[src/rtl/conversor_binario_bcd_if.sv]
// Request/result bundle between the product register, the BCD converter and the display.
// The master issues conversion requests; the slave returns the signed BCD code and status.
interface conversor_binario_bcd_if #(
  parameter int unsigned ANCHO   = 16,
  parameter int unsigned DIGITOS = 5
) ();

  logic                 inicio;
  logic [ANCHO-1:0]     binario;
  logic [4*DIGITOS:0]   codigo_BCD;
  logic                 ocupado;
  logic                 listo;

  modport master (
    output inicio,
    output binario,
    input  codigo_BCD,
    input  ocupado,
    input  listo
  );

  modport slave (
    input  inicio,
    input  binario,
    output codigo_BCD,
    output ocupado,
    output listo
  );

endinterface

[src/rtl/conversor_binario_bcd.sv]
// Iterative signed-binary to BCD converter (double dabble), one shift per clock.
// Produces {sign, d(DIGITOS-1)..d0} for the 7-segment display block.
module conversor_binario_bcd #(
  parameter int unsigned ANCHO   = 16,
  parameter int unsigned DIGITOS = 5
) (
  input  logic                    clk,
  input  logic                    reset,
  conversor_binario_bcd_if.slave  bus
);

  localparam int unsigned BCD_W = 4 * DIGITOS;
  localparam int unsigned CNT_W = $clog2(ANCHO + 1);

  typedef enum logic [0:0] {
    REPOSO   = 1'b0,
    DESPLAZA = 1'b1
  } estado_t;

  estado_t            estado_q, estado_d;
  logic [CNT_W-1:0]   cnt_q, cnt_d;
  logic [ANCHO-1:0]   mag_q, mag_d;
  logic [BCD_W-1:0]   scratch_q, scratch_d;
  logic               signo_q, signo_d;
  logic [BCD_W:0]     codigo_q, codigo_d;
  logic               ocupado_q, ocupado_d;
  logic               listo_q, listo_d;

  logic [BCD_W-1:0]   scratch_adj;
  logic [BCD_W-1:0]   scratch_sh;

  // State and datapath registers
  always_ff @(posedge clk or negedge reset) begin
    if (!reset) begin
      estado_q  <= REPOSO;
      cnt_q     <= '0;
      mag_q     <= '0;
      scratch_q <= '0;
      signo_q   <= 1'b0;
      codigo_q  <= '0;
      ocupado_q <= 1'b0;
      listo_q   <= 1'b0;
    end else begin
      estado_q  <= estado_d;
      cnt_q     <= cnt_d;
      mag_q     <= mag_d;
      scratch_q <= scratch_d;
      signo_q   <= signo_d;
      codigo_q  <= codigo_d;
      ocupado_q <= ocupado_d;
      listo_q   <= listo_d;
    end
  end

  // Next-state logic and one add-3/shift iteration
  always_comb begin
    estado_d  = estado_q;
    cnt_d     = cnt_q;
    mag_d     = mag_q;
    scratch_d = scratch_q;
    signo_d   = signo_q;
    codigo_d  = codigo_q;
    ocupado_d = ocupado_q;
    listo_d   = 1'b0;

    scratch_adj = scratch_q;
    for (int i = 0; i < int'(DIGITOS); i++) begin
      if (scratch_q[4*i +: 4] >= 4'd5) begin
        scratch_adj[4*i +: 4] = scratch_q[4*i +: 4] + 4'd3;
      end
    end
    scratch_sh = {scratch_adj[BCD_W-2:0], mag_q[ANCHO-1]};

    case (estado_q)
      REPOSO: begin
        if (bus.inicio) begin
          // Zero has no sign, so a negative zero can never be displayed
          signo_d   = bus.binario[ANCHO-1] & (|bus.binario);
          // Unsigned negation keeps 2^(ANCHO-1) exact for the most negative input
          mag_d     = bus.binario[ANCHO-1] ? (~bus.binario + ANCHO'(1)) : bus.binario;
          scratch_d = '0;
          cnt_d     = '0;
          ocupado_d = 1'b1;
          estado_d  = DESPLAZA;
        end
      end

      DESPLAZA: begin
        scratch_d = scratch_sh;
        mag_d     = {mag_q[ANCHO-2:0], 1'b0};
        cnt_d     = cnt_q + CNT_W'(1);
        if (cnt_q == CNT_W'(ANCHO - 1)) begin
          codigo_d  = {signo_q, scratch_sh};
          listo_d   = 1'b1;
          ocupado_d = 1'b0;
          estado_d  = REPOSO;
        end
      end

      default: begin
        estado_d = REPOSO;
      end
    endcase
  end

  assign bus.codigo_BCD = codigo_q;
  assign bus.ocupado    = ocupado_q;
  assign bus.listo      = listo_q;

endmodule

[src/flat_wrapper.sv]
// flat-port wrapper written by rule: the top's interface ports become plain ports
module conversor_binario_bcd_flat 
#(
  parameter int unsigned ANCHO   = 16,
  parameter int unsigned DIGITOS = 5
)
  (clk, reset, bus_inicio, bus_binario, bus_codigo_BCD, bus_ocupado, bus_listo);
  conversor_binario_bcd_if #(.ANCHO(ANCHO), .DIGITOS(DIGITOS)) bus_i ();
  input  logic clk;
  input  logic reset;
  input wire logic [$bits(bus_i.inicio)-1:0] bus_inicio;
  input wire logic [$bits(bus_i.binario)-1:0] bus_binario;
  output wire logic [$bits(bus_i.codigo_BCD)-1:0] bus_codigo_BCD;
  output wire logic [$bits(bus_i.ocupado)-1:0] bus_ocupado;
  output wire logic [$bits(bus_i.listo)-1:0] bus_listo;
  assign bus_i.inicio = bus_inicio;
  assign bus_i.binario = bus_binario;
  assign bus_codigo_BCD = bus_i.codigo_BCD;
  assign bus_ocupado = bus_i.ocupado;
  assign bus_listo = bus_i.listo;
  conversor_binario_bcd #(.ANCHO(ANCHO), .DIGITOS(DIGITOS)) u_core (.clk(clk), .reset(reset), .bus(bus_i));
endmodule
[config.mk]
export PLATFORM = sky130hd
export DESIGN_NAME = conversor_binario_bcd_flat
export DESIGN_NICKNAME = d
export VERILOG_FILES = /design/src/rtl/conversor_binario_bcd_if.sv /design/src/rtl/conversor_binario_bcd.sv /design/src/flat_wrapper.sv
export SDC_FILE = /design/constraint.sdc
export NUM_CORES = 1
export LEC_CHECK = 0
export CAP_MARGIN = 10
export CORE_UTILIZATION = 40
export DETAILED_ROUTE_END_ITERATION = 6
export PLACE_DENSITY = 0.66
export SYNTH_ARGS = -nofsm -noshare
export SYNTH_HDL_FRONTEND = slang
export SYNTH_SLANG_ARGS = --single-unit
[constraint.sdc]
create_clock -name clk -period 2.3 [get_ports clk]
set_clock_uncertainty 0.2 [all_clocks]
set_input_delay 0.69 -clock clk [delete_from_list [all_inputs] [get_ports clk]]
set_output_delay 0.69 -clock clk [all_outputs]
set_load 0.01 [all_outputs]
---- After elaboration in Yosys (flattened, before gate mapping) ----
Index checks and enable logic that the tools add are counted.
operators by class
  add/sub/neg operators ................... 7
  magnitude comparators ................... 5
  eq/ne operators ......................... 3
  muxes and demuxes ....................... 20
  bitwise operators ....................... 3
  reduce and logical (&&, ||, !) cells .... 4
operators by type and width
  cell                                                  number
  one-hot mux 20 bit (2 select lines)                   1
  2-to-1 mux 16 bit                                     2
  one-hot mux 16 bit (2 select lines)                   1
  >= comparator 4 x 3 -> 1 bit (second input constant)  5
  2-to-1 mux 20 bit                                     1
  adder 16 x 1 -> 16 bit (second input constant)        1
  adder 4 x 2 -> 4 bit (second input constant)          4
  2-to-1 mux 4 bit                                      4
  inverter 16 bit                                       1
  OR reduction 16 bit                                   1
  one-hot mux 5 bit (2 select lines)                    1
  2-to-1 mux 1 bit                                      6
  AND reduction 2 bit                                   3
  adder 5 x 1 -> 5 bit (second input constant)          1
  equality test 5 x 4 -> 1 bit (second input constant)  1
  2-to-1 mux 5 bit                                      1
  != test 2 bit (second input constant)                 2
  one-hot mux 1 bit (2 select lines)                    2
  adder 3 x 2 -> 3 bit (second input constant)          1
  2-to-1 mux 3 bit                                      1
  bitwise AND 1 bit                                     1
  inverter 1 bit                                        1
word-level totals
  register bits after elaboration ......... 66
  output and inout bits ................... 23

---- Depth between registers and ports, before layout ----
Gate-level depths: netlist (run 1).
  word-level depth ........................ 5
  depth in mapped cells ................... 8
  gate-level depth less buffers ........... 6

---- Worst setup path after synthesis (run 1) ----
Ideal clock, no wire load.
  path kind ............................... input-to-reg
  start point ............................. input port bus_binario[9]
  end point ............................... register u_core.mag_q[10]
  data arrival time ....................... 2.035 ns
  data required time ...................... 1.980 ns
  slack ................................... -0.055 ns
  stages .................................. 5
  cell sequence ........................... or4_4 buf_6 o31a_1 or3_1 and3_1
on the way
  cells in the longest elaborated chain, start to end .. 5
ends and longest elaborated chain
  item                                 line                         source
  start, declared                      flat_wrapper.sv:12           input wire logic [$bits(bus_i.binario)-1:0] bus_binario;
  inverter 16 bit                      conversor_binario_bcd.sv:80  mag_d = bus.binario[ANCHO-1] ? (~bus.binario + ANCHO'(1)) : bus.binario;
  adder 16 x 1 -> 16 bit               conversor_binario_bcd.sv:80
  2-to-1 mux 16 bit                    conversor_binario_bcd.sv:80
  2-to-1 mux 16 bit                    conversor_binario_bcd.sv:76  if (bus.inicio) begin
  one-hot mux 16 bit (2 select lines)  conversor_binario_bcd.sv:74  case (estado_q)
  end signal, assigned                 conversor_binario_bcd.sv:46  mag_q <= mag_d;
  end, declared                        conversor_binario_bcd.sv:22  logic [ANCHO-1:0] mag_q, mag_d;
No other way between the ends. The select of a mux whose other input is x is not followed.
A chain may end at the register's enable or synchronous reset.

---- Final worst setup path (run 1) ----
Same ends and word-level chain as after synthesis.

==> qor.tcl, run 1 <==
set qor(crit_path_start_kind) {primary input}
set qor(clkTransAtPathRegs_ns) 0.07
set qor(start_util) 0.410
set qor(timing.critical_path.required_ns) 2.32
set qor(drv_cap) 0
set qor(max-clock-path-buffers) 2
set qor(critPathCaptureType) {flop}
set qor(final_hold_viol_count) 0
set qor(track_usage) 0.171
set qor(grt_pass1_wl_mm) 12.1
set qor(drc) 0
set qor(finalNetCount) 457
set qor(critPathKind) {primary input to flop}
set qor(critical_path_peak_fanout) 4
set qor(critical_path_arrival_ns) 2.30
set qor(tightestPinTransition_ns) 0.596
set qor(die_height_um) 96.3
set qor(power.leakage_uw) 0.00221
set qor(routabilityCongestion) 0.830
set qor(route.final.wire_length_mm) 7.08
set qor(drt_first_iter_violations) 65
set qor(routed-via-count) 2757
set qor(io_pins) 42
set qor(sequential_share_of_the_synthesized_area) 0.464
set qor(period_share) 0.992
set qor(place.port_buffers) 41
set qor(vdd_ir_drop_max_mv) 0.360
set qor(syn-instance-count) 350
set qor(route.antenna.remaining_nets) 0
set qor(max_slew_margin) 0.603
set qor(dp_hpwl_mm) 5.00
set qor(synth.net_count) 382
set qor(path_cells) {clkdlybuf4s15_1, or4_4, o31a_1, or3_1, and3_1}
set qor(cts.sink_count) 66
set qor(cts_tree) {done}
set qor(routed_wire_length_per_instance_um) 13.2
set qor(period_needed_ns) 2.28
set qor(pin_count_of_the_biggest_net_entering_global_routing) 46
set qor(worst_path_largest_cell_delay_ns) 0.57
set qor(cts_hold_buffers) 0
set qor(htree_num_levels) 3
set qor(grt_overflow) 0
set qor(die_x_um) 96.3
set qor(hold_path_class) {primary input to asynchronous set/reset pin}
set qor(share_of_final_layout_standard_cells_stronger_than_drive_strength_1) 0.206
set qor(finalPower_uw) 5220
set qor(result_of_the_run) {completed}
set qor(dp.cells) 518
set qor(syn-cell-area_um2) 3560
set qor(core_area_um2) 8680
set qor(diodes) 0
set qor(cts_inserted_buffers) 9
set qor(fp.dieArea_um2) 9280
set qor(maxSlewViolCount) 0
set qor(detail_route.vias_per_cell) 5.14
set qor(layout_setup_ws_ns) 0.0182
set qor(rsz_0062_raised_after_global_routing) {no}
set qor(critical_path.slowest_cell) {or4_4}
set qor(syn_avg_cell_area_um2) 10.2
set qor(cts.root.buffer_cell) {clkbuf_8}
set qor(synthesis.yosys.warnings) 0
set qor(timing.critical_path.buf_inv) 1
set qor(drt-pass1-iter-count) 4
set qor(highest_clock_rate_ghz) 0.438
set qor(place_ws_ns) -0.574
set qor(synth_cell_types) 42
set qor(critPathTopFamily) {simple AND/OR/NAND/NOR gates}
set qor(syn2layout_area_growth_pct) 31.3
set qor(fp-row-count) 34
set qor(final_cell_count_no_fill) 536
set qor(power_density_nw_per_um2) 1120
set qor(final_setup_viols) 0
set qor(antenna_found_initial) 0
set qor(first_global_vias) 2605
set qor(insertion_delay_ns) 0.34
set qor(yosys_register_bits) 66
-- cell type report --
type                       count  area, µm²
clock buffer                  14        163
fill                         805       4010
inverter                      16       63.8
multi-input combinational    248       1880
sequential                    66       1650
tap                          108        135
timing repair buffer          84        778
-- synth_stat cells (all sizes together) --
cell	number	share of area
dfrtp	66	0.46
o21ai	30	0.042
nand2	22	0.023
nand2b	22	0.039
a21oi	20	0.028
nor3b	18	0.038
inv	16	0.017
mux2i	15	0.042
clkbuf	14	0.015
a21o	13	0.027
ha	13	0.046
mux2	12	0.038
nor2	10	0.011
nor3	8	0.011
or3	8	0.014
xnor2	8	0.020
buf	6	0.0091
o31ai	6	0.013
o41ai	5	0.019
xor2	5	0.012
a22o	4	0.0098
nand3	4	0.0056
and2	3	0.0053
and4b	3	0.0084
nor4b	3	0.0074
and3	2	0.0035
nand4b	2	0.0049
or4	2	0.0053
or4b	2	0.0056
a221o	1	0.0028
a22oi	1	0.0021
nand3b	1	0.0021
nor2b	1	0.0018
nor4	1	0.0018
o211ai	1	0.0021
o31a	1	0.0025
or2	1	0.0018
-- power breakdown --
group | internal [µW] | switching (µW)
Clock | 440 | 397
Sequential | 1670 | 365
Combinational | 1290 | 1050
Total | 3400 | 1820
-- per-stage QoR --
step                TNS, ns  hold slack, ns  utilization  instance area, µm²
CTS                       0           0.166        0.532                4620
global route              0           0.194        0.538                4670
detailed placement    -5.32           0.272        0.501                4350
finish                    0           0.157        0.538                4670
global placement      -4.63           0.260        0.501                4350
floorplan           -0.0510           0.194            -                3560
-- repair_timing --
action,in CTS,in global routing
pin swaps,11,8
gates resized for setup,18,16
setup buffers,3,1
setup endpoints to repair,9,22
-- sequential cells by signal (all words and copies together), names as in the netlist --
| name | count |
|---|---|
| u_core.signo_q | 1 |
| u_core.bus.listo | 1 |
| u_core.bus.ocupado | 1 |
| u_core.mag_q | 16 |
| u_core.scratch_q | 20 |
| u_core.estado_q | 1 |
| u_core.bus.codigo_BCD | 21 |
| u_core.cnt_q | 5 |
-- layer usage --
| layer | up-vias | track usage | wire (µm) |
|---|---|---|---|
| li1 | 1393 | - | - |
| met4 | 0 | 0.0870 | 155 |
| met1 | 1299 | 0.224 | 3430 |
| met3 | 16 | 0.0253 | 203 |
| met5 | - | 0 | 0 |
| met2 | 49 | 0.274 | 3290 |
-- logic make-up (layout without fill, tap and decap cells) --
family	Yosys count	after routing	synth area share
xor gates and xnor gates	13	13	0.0320
DFF	66	66	0.464
muxes	27	27	0.0801
and+or+nand+nor	113	113	0.189
AOI/OAI and AO/OA	82	82	0.148
buffers and inverters	36	114	0.0408
adders and majority gates	13	13	0.0457
-- final timing paths --
path,from,endpoint,slack [ns],depth (start not counted)
min in group clk,u_core.bus.codigo_BCD[11],u_core.bus.codigo_BCD[11],0.28,2
worst min register to register,u_core.bus.codigo_BCD[11],u_core.bus.codigo_BCD[11],0.28,2
worst max-delay path,bus_binario[9],u_core.mag_q[10],0.02,5
max in group asynchronous,reset,u_core.bus.codigo_BCD[0],1.20,2
worst max register to register,u_core.cnt_q[0],u_core.bus.codigo_BCD[17],0.16,6
worst min-delay path,reset,u_core.estado_q,0.16,1
-- layout by cell type, fill, tap and decap left out, types with 11 or more instances in the layout --
master	netlist	routed
a21o_1	13	13
a21oi_1	20	20
buf_4	0	39
clkbuf_8	0	11
clkdlybuf4s50_1	0	29
dfrtp_1	66	65
ha_1	13	12
inv_1	16	14
mux2_2	12	12
mux2i_1	15	15
nand2_1	22	22
nand2b_1	22	21
nor3b_1	18	18
o21ai_0	28	28
(Power assumes the default switching activity.)
==> inputs of run 2 (changes only) <==
==> constraint.sdc (replaced) <==
create_clock -name clk -period 2.7 [get_ports clk]
set_clock_uncertainty 0.2 [all_clocks]
set_input_delay 0.54 -clock clk [delete_from_list [all_inputs] [get_ports clk]]
set_output_delay 0.54 -clock clk [all_outputs]
set_load 0.01 [all_outputs]
==> run 2 against run 1 <==
Global-route usage fell by 0.12 points; total power fell by 14%; clock power fell by 1%; die area did not move; core utilization fell by 3.6 points; via count fell by 1.7%; register-to-register slack improved by 0.39 ns; cell area fell by 6.7%; clock-buffer cell count did not move; final cell count fell by 4.7%.
==> qor.tcl, run 2 (synthesized netlist as in run 1, its figures left out) <==
set qor(critPathTopFamily) {simple AND/OR/NAND/NOR gates} ;# unchanged
set qor(insertion_delay_ns) 0.33 ;# was 0.34 ns
set qor(highest_clock_rate_ghz) 0.428
set qor(timing.hold.worst_path_depth) 2
set qor(leading_cell_types_in_the_layout_fill_and_taps_excluded) {dfrtp_1, clkdlybuf4s50_1, o21ai_0} ;# was dfrtp_1, buf_4, clkdlybuf4s50_1
set qor(die_x_um) 96.3 ;# unchanged
set qor(first_global_vias) 2678 ;# was 2605
set qor(period_share) 0.864
set qor(max-clock-path-buffers) 2 ;# unchanged
set qor(post-cts-setup-buffers) 0 ;# was 3
set qor(final_setup_viols) 0 ;# unchanged
set qor(route.antenna.remaining_nets) 0 ;# unchanged
set qor(finalNetCount) 430 ;# was 457
set qor(diodes) 0 ;# unchanged
set qor(result_of_the_run) {completed} ;# unchanged
set qor(cts_inserted_buffers) 9 ;# unchanged
set qor(fp.dieArea_um2) 9280 ;# unchanged
set qor(finalPower_uw) 4500 ;# was 5220 µW
set qor(timing.critical_path.buf_inv) 2 ;# was 1
set qor(finalInstanceArea_um2) 4360 ;# was 4670 µm²
set qor(antenna_found_initial) 0 ;# unchanged
set qor(maxSlewViolCount) 0 ;# unchanged
set qor(critical_path.slowest_cell) {or3_1} ;# was or4_4
set qor(power_density_nw_per_um2) 1030 ;# was 1120 nW/µm²
set qor(timing.critical_path.required_ns) 2.71 ;# was 2.32 ns
set qor(io_pins) 42 ;# unchanged
set qor(core_area_um2) 8680 ;# unchanged
set qor(detail_route.vias_per_cell) 5.30 ;# was 5.14
set qor(worst_path_largest_cell_delay_ns) 0.50 ;# was 0.57 ns
set qor(fin_setup_tns_ns) 0 ;# unchanged
set qor(track_usage) 0.170 ;# was 0.171
set qor(grt_pass1_wl_mm) 12.0 ;# was 12.1 mm
set qor(critical_path_peak_fanout) 7 ;# was 4
set qor(largest_register_ff_count) 21 ;# unchanged
set qor(power.leakage_uw) 0.00198 ;# was 0.00221 µW
set qor(routabilityCongestion) 0.822 ;# was 0.830
set qor(hold_path_class) {flop to flop} ;# was primary input to asynchronous set/reset pin
set qor(syn2layout_area_growth_pct) 22.5 ;# was 31.3%
set qor(layout_setup_ws_ns) 0.366 ;# was 0.0182 ns
set qor(cts.sink_count) 66 ;# unchanged
set qor(critPathCaptureType) {flop} ;# unchanged
set qor(share_of_final_layout_standard_cells_stronger_than_drive_strength_1) 0.122 ;# was 0.206
set qor(period_needed_ns) 2.33
set qor(cts_tree) {done} ;# unchanged
set qor(met2WireLength_mm) 3.28 ;# was 3.29 mm
set qor(worst_hold_startpoint) {u_core.bus.codigo_BCD[8]}
set qor(drv_cap) 0 ;# unchanged
set qor(route.final.wire_length_mm) 6.79 ;# was 7.08 mm
set qor(die_height_um) 96.3 ;# unchanged
set qor(vdd_ir_drop_max_mv) 0.304 ;# was 0.360 mV
set qor(place_ws_ns) 0.0465 ;# was -0.574 ns
set qor(dpl-instance-area_um2) 4150 ;# was 4350 µm²
set qor(pin_count_of_the_biggest_net_entering_global_routing) 53 ;# was 46
set qor(crit_path_start_kind) {primary input} ;# unchanged
set qor(place.port_buffers) 41 ;# unchanged
set qor(routed_wire_length_per_instance_um) 13.3 ;# was 13.2 µm
set qor(start_util) 0.410 ;# unchanged
set qor(critical_path.startpoint) {bus_binario[4]} ;# was bus_binario[9]
set qor(clkTransAtPathRegs_ns) 0.07 ;# about the same
set qor(wl_met1_mm) 3.18 ;# was 3.43 mm
set qor(dp_hpwl_mm) 4.70 ;# was 5.00 mm
set qor(cts.root.buffer_cell) {clkbuf_8} ;# unchanged
set qor(multiInputGateArea_um2) 1760 ;# was 1880 µm²
set qor(min_delay_worst_endpoint) {u_core.bus.codigo_BCD[8]}
set qor(layout.cells.most_common) {dfrtp_1} ;# unchanged
set qor(htree_num_levels) 3 ;# unchanged
set qor(path_cells) {clkdlybuf4s50_1, or3_1, buf_4, o41ai_1, or4b_2, nand3_1} ;# was clkdlybuf4s15_1, or4_4, o31a_1, or3_1, and3_1
set qor(drc) 0 ;# unchanged
set qor(final-seq-area_um2) 1650 ;# unchanged
set qor(drt_first_iter_violations) 120 ;# was 65
set qor(timing.reg2reg.worst_path_depth) 6 ;# unchanged
set qor(max_slew_margin) 0.588 ;# was 0.603
set qor(r2r_slack_ns) 0.55 ;# was 0.16 ns
set qor(grt_overflow) 0 ;# unchanged
set qor(cts_resized) 0 ;# was 18
set qor(final_hold_viol_count) 0 ;# unchanged
set qor(length_of_routed_met3_wiring_um) 196 ;# was 203 µm
set qor(critPathKind) {primary input to flop} ;# unchanged
set qor(routed-via-count) 2709 ;# was 2757
set qor(topRoutingLayerUsed) {met4} ;# unchanged
set qor(layout.filler_cells) 828 ;# was 805
set qor(drt-pass1-iter-count) 5 ;# was 4
set qor(critical_path_arrival_ns) 2.34 ;# was 2.30 ns
set qor(worstReg2RegEnd) {u_core.bus.codigo_BCD[18]} ;# was u_core.bus.codigo_BCD[17]
set qor(fp-row-count) 34 ;# unchanged
set qor(rsz_0062_raised_after_global_routing) {no} ;# unchanged
set qor(timing.rr.start) {u_core.cnt_q[0]} ;# unchanged
set qor(tightestPinTransition_ns) 0.617 ;# was 0.596 ns
run 2: layout make-up:
cell class                 instances  area share
sequential                        66       0.379
clock inverter                     2     0.00803
inverter                          16      0.0138
clock buffer                      14      0.0373
multi-input combinational        248       0.404
timing repair buffer              57       0.127
tap                              108      0.0310
run 2: per-layer routing:
metal | vias to the layer above | track usage
met2 | 53 | 0.284
met4 | 0 | 0.0833
met1 | 1310 | 0.212
li1 | 1336 | -
met3 | 10 | 0.0284
met5 | - | 0
run 2: repair_timing:
action                                  CTS  global route
endpoints found under the setup margin    0             0
hold buffers                              1             0
hold endpoints to repair                 17             0
run 2: where the power goes:
group	internal (µW)	leakage (µW)	switching [µW]	total (µW)
combinational	1060	0.00104	878	1930
sequential	1430	0.000839	317	1740
clock	477	0.000101	348	825
run 2: how the worst max path moves through the flow:
stage | slack, ns | cells past startpoint | endpoint
after floorplan | 0.50 | 5 | u_core.mag_q[10]
after global placement | 0.06 | 6 | u_core.mag_q[14]
after detailed placement | 0.05 | 5 | u_core.mag_q[12]
after CTS | 0.39 | 6 | u_core.mag_q[14]
after global routing | 0.28 | 6 | u_core.mag_q[14]
final | 0.37 | 6 | u_core.mag_q[14]
run 2: metrics by stage:
stage | utilization | hold WS (ns) | cells
floorplan | - | 0.0444 | 350
global placement | 0.479 | 0.261 | 494
detailed placement | 0.479 | 0.266 | 494
finish | 0.503 | 0.279 | 511
CTS | 0.503 | 0.284 | 511
global route | 0.503 | 0.314 | 511
run 2: worst min-delay path, cell delays in order, from the launching register on:
cell     delay, ns
dfrtp_1       0.34
nand2_1       0.05
o21ai_0       0.06
